[config.mk]
export PLATFORM = sky130hd
export DESIGN_NAME = pipe_stage_elastic
export DESIGN_NICKNAME = d
export VERILOG_FILES = /design/src/rtl/pipe_stage_elastic.sv
export SDC_FILE = /design/constraint.sdc
export NUM_CORES = 1
export LEC_CHECK = 0
export ABC_AREA = 0
export ABC_CLOCK_PERIOD_IN_PS = 1960
export CAP_MARGIN = 20
export CORE_ASPECT_RATIO = 0.7
export CORE_MARGIN = 2
export CORE_UTILIZATION = 47
export CTS_BUF_LIST = sky130_fd_sc_hd__clkbuf_16
export DETAILED_ROUTE_END_ITERATION = 10
export PLACE_DENSITY = 0.87
export SLEW_MARGIN = 40
export SYNTH_ARGS = -nofsm -noshare
export SYNTH_HDL_FRONTEND = slang
export SYNTH_SLANG_ARGS = --single-unit
[constraint.sdc]
create_clock -name clk -period 1.96 [get_ports clk]
set_input_delay 0.196 -clock clk [delete_from_list [all_inputs] [get_ports clk]]
set_output_delay 0.196 -clock clk [all_outputs]
set_load 0.02 [all_outputs]
[src/rtl/pipe_stage_elastic.sv]
// pipe_stage_elastic: elastic valid/ready pipeline stage with a two-entry skid buffer,
// flush and bubble-safe control gating; STAGE_STATS_EN adds stall/bubble counters.
module pipe_stage_elastic #(
  parameter int DATA_W = 101,
  parameter int CTRL_W = 3,
  parameter int CNT_W  = 16
) (
  input  logic              clk,
  input  logic              rst,
  input  logic              flush,
  input  logic              in_valid,
  output logic              in_ready,
  input  logic [CTRL_W-1:0] in_ctrl,
  input  logic [DATA_W-1:0] in_data,
  output logic              out_valid,
  input  logic              out_ready,
  output logic [CTRL_W-1:0] out_ctrl,
  output logic [DATA_W-1:0] out_data,
  output logic [CNT_W-1:0]  stall_cnt,
  output logic [CNT_W-1:0]  bubble_cnt
);
  typedef enum logic [1:0] {EMPTY, HALF, FULL} state_t;
  state_t r_state, w_next;
  logic [CTRL_W-1:0] r_main_ctrl, r_skid_ctrl;
  logic [DATA_W-1:0] r_main_data, r_skid_data;
  logic w_in_fire, w_out_fire, w_load_main, w_load_skid;
  assign w_in_fire  = in_valid & in_ready;
  assign w_out_fire = out_valid & out_ready;
  always_ff @(posedge clk)
    if (rst) r_state <= EMPTY;
    else     r_state <= w_next;
  always_comb
    w_next = flush             ? EMPTY :
             r_state == EMPTY  ? (w_in_fire ? HALF : EMPTY) :
             r_state == HALF   ? (w_in_fire & ~w_out_fire ? FULL :
                                  ~w_in_fire & w_out_fire ? EMPTY : HALF) :
                                 (w_out_fire ? HALF : FULL);
  always_comb begin
    out_valid = r_state != EMPTY;
    in_ready  = (r_state != FULL) & ~rst;
    out_ctrl  = out_valid ? r_main_ctrl : '0;
    out_data  = r_main_data;
  end
  // main refills from the skid when draining FULL, otherwise straight from the input
  assign w_load_main = ~flush & ((r_state == EMPTY & w_in_fire) |
                                 (r_state == HALF & w_in_fire & w_out_fire) |
                                 (r_state == FULL & w_out_fire));
  assign w_load_skid = ~flush & r_state == HALF & w_in_fire & ~w_out_fire;
  always_ff @(posedge clk)
    if (rst) begin
      r_main_ctrl <= '0;
      r_main_data <= '0;
      r_skid_ctrl <= '0;
      r_skid_data <= '0;
    end else begin
      if (w_load_main) begin
        r_main_ctrl <= r_state == FULL ? r_skid_ctrl : in_ctrl;
        r_main_data <= r_state == FULL ? r_skid_data : in_data;
      end
      if (w_load_skid) begin
        r_skid_ctrl <= in_ctrl;
        r_skid_data <= in_data;
      end
    end
`ifdef STAGE_STATS_EN
  logic [CNT_W-1:0] r_stall_cnt, r_bubble_cnt;
  always_ff @(posedge clk)
    if (rst) begin
      r_stall_cnt  <= '0;
      r_bubble_cnt <= '0;
    end else begin
      if (out_valid & ~out_ready & ~&r_stall_cnt) r_stall_cnt <= r_stall_cnt + CNT_W'(1);
      if (~out_valid & ~&r_bubble_cnt) r_bubble_cnt <= r_bubble_cnt + CNT_W'(1);
    end
  assign stall_cnt  = r_stall_cnt;
  assign bubble_cnt = r_bubble_cnt;
`else
  assign stall_cnt  = '0;
  assign bubble_cnt = '0;
`endif
endmodule

==> metrics.txt <==
Detailed Route Iter0 Violations 860; Tmin final 1.82 ns; Max-cap violations 0; complex-gate fraction of the synthesized area a little under a third; per-cell routed wire length 19.9 um; VDD IR max a little over 0.0006 V; CP Capture Type register; largest net degree at the start of global routing between 150 and 200; I/O pins about 250; total power between 9 and 10 mW; Post-Syn Area roughly 0.01 sq mm; fin crit share between 90% and 100%; register area share after synthesis a little over two fifths; Slew headroom between 40% and 50%; delay-heaviest family, CP simple AND/OR/NAND/NOR gates; Syn Area/Cell around 9.7 sq um; YS warnings 0; largest family of logic cells by synthesized area compound AO/OA/AOI/OAI gates; max incr delay on CP between 0.5 and 0.6 ns; Synth area leaders dfxtp_1 (42%), mux2i_1 (11%), a311oi_1 (9.1%), a211oi_2 (7.5%), a21oi_1 (5.2%); Core Box Area around 0.021 sq mm; DRC 0; PD cells 737 mW/mm^2; Die Y-Extent about 130 um; post-synth top area cell dfxtp_1; Crit path arrival time 2.17 ns; CP max stage cell nor2_4; worst-path fanout max 48; #FFs+latches synth 210; full die area approximately 0.022 sq mm; worst hold path type in2reg; worst path cell trace nor2_4, a31o_4, buf_12, a211oi_1; clk slew on worst S/H paths 0.07 ns; final wirelength about 29 mm; Post-Synth Adder-Cell Area less than 1%; most used flip-flop cell after synthesis dfxtp_1; final core utilization between 60% and 70%; EDFF count, synth 0; Final setup viols 0; fmax between 500 and 600 MHz; Post-DRT Antenna Nets 0; antenna violations before repair 0; CTS Buf Count 21; Setup Fix Bufs, Post-CTS 0; Syn Inst Count between 1000 and 1500; asr flop ratio synth 0%; vias in the first global route between 8000 and 9000; grt ovf 0; Hold Buf Count CTS 0; # rows 44; Final nets between 1000 and 1500; CTS HTree Levels 1; RSZ-0062 raised after global routing no; DRT Pass-1 Iters 5; CTS resizes 11; post-synth cell types 30; Die W approximately 180 um; leakage about 4.9 nW; status finished clean; simple-gate share of the synthesized area 6.58%; RePlAce Congestion 0.811; Vias roughly 9000; xor and xnor area share after synthesis 0%; Least-Margin Pin Slew roughly 0.83 ns; Clock Path Buffers 3; Initial Utilization roughly 48%; Clock Skew ~0.017 ns; Slew Limit Fails 0; share of cells above drive strength 1 roughly 12%; Fill cells 1655; PortBufs around 210; Worst Path Required around 2.3 ns; clock network latency to the later pin of the worst-skew pair 0.50 ns; setup_tns 0 ns; Clock Sinks 210; mux share of post-synthesis cell area between 10% and 20%; DP HPWL 18.0 mm; Setup CP Type reg2reg; Synth top area share between 40% and 50%; DR vias/cell 6.15; Antenna Cells 0; Buf+Inv Stages, Crit Path 1; CTS tree done; CP Launch Type register; area growth from synthesis to layout 29.6%; total global routing track utilization between 20% and 30%; first-pass GRT wire length approximately 46 mm; CTS Root Cell clkbuf_16; Hold Violations, Final 0
==> stage by stage <==
stage	cells	worst slack [ns]	hold slack [ns]	instance area, sq um
floorplan	1063	0.164	0.273	10100
CTS	1462	0.136	0.237	12900
detailed placement	1427	-0.215	0.467	12300
global route	1462	0.0553	0.262	12900
finish	1462	0.143	0.249	12900
global placement	1427	-0.162	0.459	12300
==> final cells by class <==
type	count	area, sq um	share of cell area, %
Clock buffer	21	526	4.07
Clock inverter	14	62.6	0.484
Inverter	2	7.51	0.0581
Multi-Input combinational cell	679	4950	38.4
Sequential cell	210	4210	32.6
Tap cell	276	345	2.67
Timing Repair Buffer	260	2810	21.8
==> power breakdown <==
group | internal, mW | switching, mW
clock | 1.93 | 1.67
sequential | 4.39 | 0.0773
combinational | 0.655 | 0.791
total | 6.98 | 2.54
==> cells in the final DEF, fill, tap and decap left out <==
cell	instances
clkdlybuf4s50_1	208
dfxtp_1	208
mux2i_1	105
a311oi_1	104
nand3_1	104
a21oi_1	104
o21ai_1	64
a211oi_2	60
a211oi_1	44
o21ai_0	40
conb_1	32
buf_12	26
clkbuf_16	21
buf_4	20
inv_1	8
clkinv_1	5
dlygate4sd2_1	5
nor2b_1	4
nor2_1	3
nand2b_4	3
nor2_4	2
dfxtp_4	2
nand2_1	1
nor2b_4	1
nor4bb_4	1
a31o_4	1
nor4b_4	1
or4b_4	1
a31oi_1	1
nor3_1	1
a2111oi_0	1
ha_1	1
inv_6	1
clkinvlp_4	1
clkinv_2	1
clkbuf_8	1
==> kinds of logic after synthesis <==
group / Yosys count
adder cells (fa/ha/maj): 1
flip-flops: 210
AO/OA/AOI/OAI: 419
buffers and inverters: 174
AND/OR/NAND/NOR: 122
other: 1
multiplexers: 105
==> routing by layer <==
metal / routed length (um) / up-vias / track usage (%)
met5: 0 / - / 0
met4: 527 / 0 / 5.01
met3: 2950 / 33 / 7.31
met2: 13400 / 390 / 40.2
met1: 12200 / 4386 / 32.6
li1: - / 4178 / -
==> state kept, by name (all words and copies together), names as in the netlist <==
name and count:
r_main_ctrl 3, r_skid_data 101, out_data 101, r_state 2
r_skid_ctrl 3
==> synthesized netlist by cell type, types with 2 or more instances <==
library cell / count
buf_6: 16
buf_4: 40
a311oi_1: 104
nor2_1: 4
inv_1: 2
clkbuf_1: 65
a211oi_2: 60
mux2i_1: 105
a21oi_1: 104
buf_2: 43
buf_1: 8
a211oi_1: 44
nor2b_1: 4
nand3_1: 104
o21ai_0: 40
nand2b_1: 3
dfxtp_1: 210
o21ai_1: 64
==> final timing paths <==
check | slack (ns) | start | cells after the start | end
hold reg to reg | 0.48 | r_skid_data[4]$_SDFFE_PP0P_ | 2 | r_skid_data[4]$_SDFFE_PP0P_
setup / recovery | 0.14 | r_state[1]$_SDFF_PP0_ | 4 | out_data[2]$_SDFFE_PP0P_
setup reg to reg | 0.14 | r_state[1]$_SDFF_PP0_ | 4 | out_data[2]$_SDFFE_PP0P_
hold / removal | 0.25 | rst | 5 | r_skid_data[65]$_SDFFE_PP0P_
==> tightest hold or removal path: stages <==
cell and delay, ns:
clkbuf_8 0.13, nor2b_4 0.06, buf_12 0.17, nand3_1 0.09, a21oi_1 0.06
(Power assumes the default switching activity.)
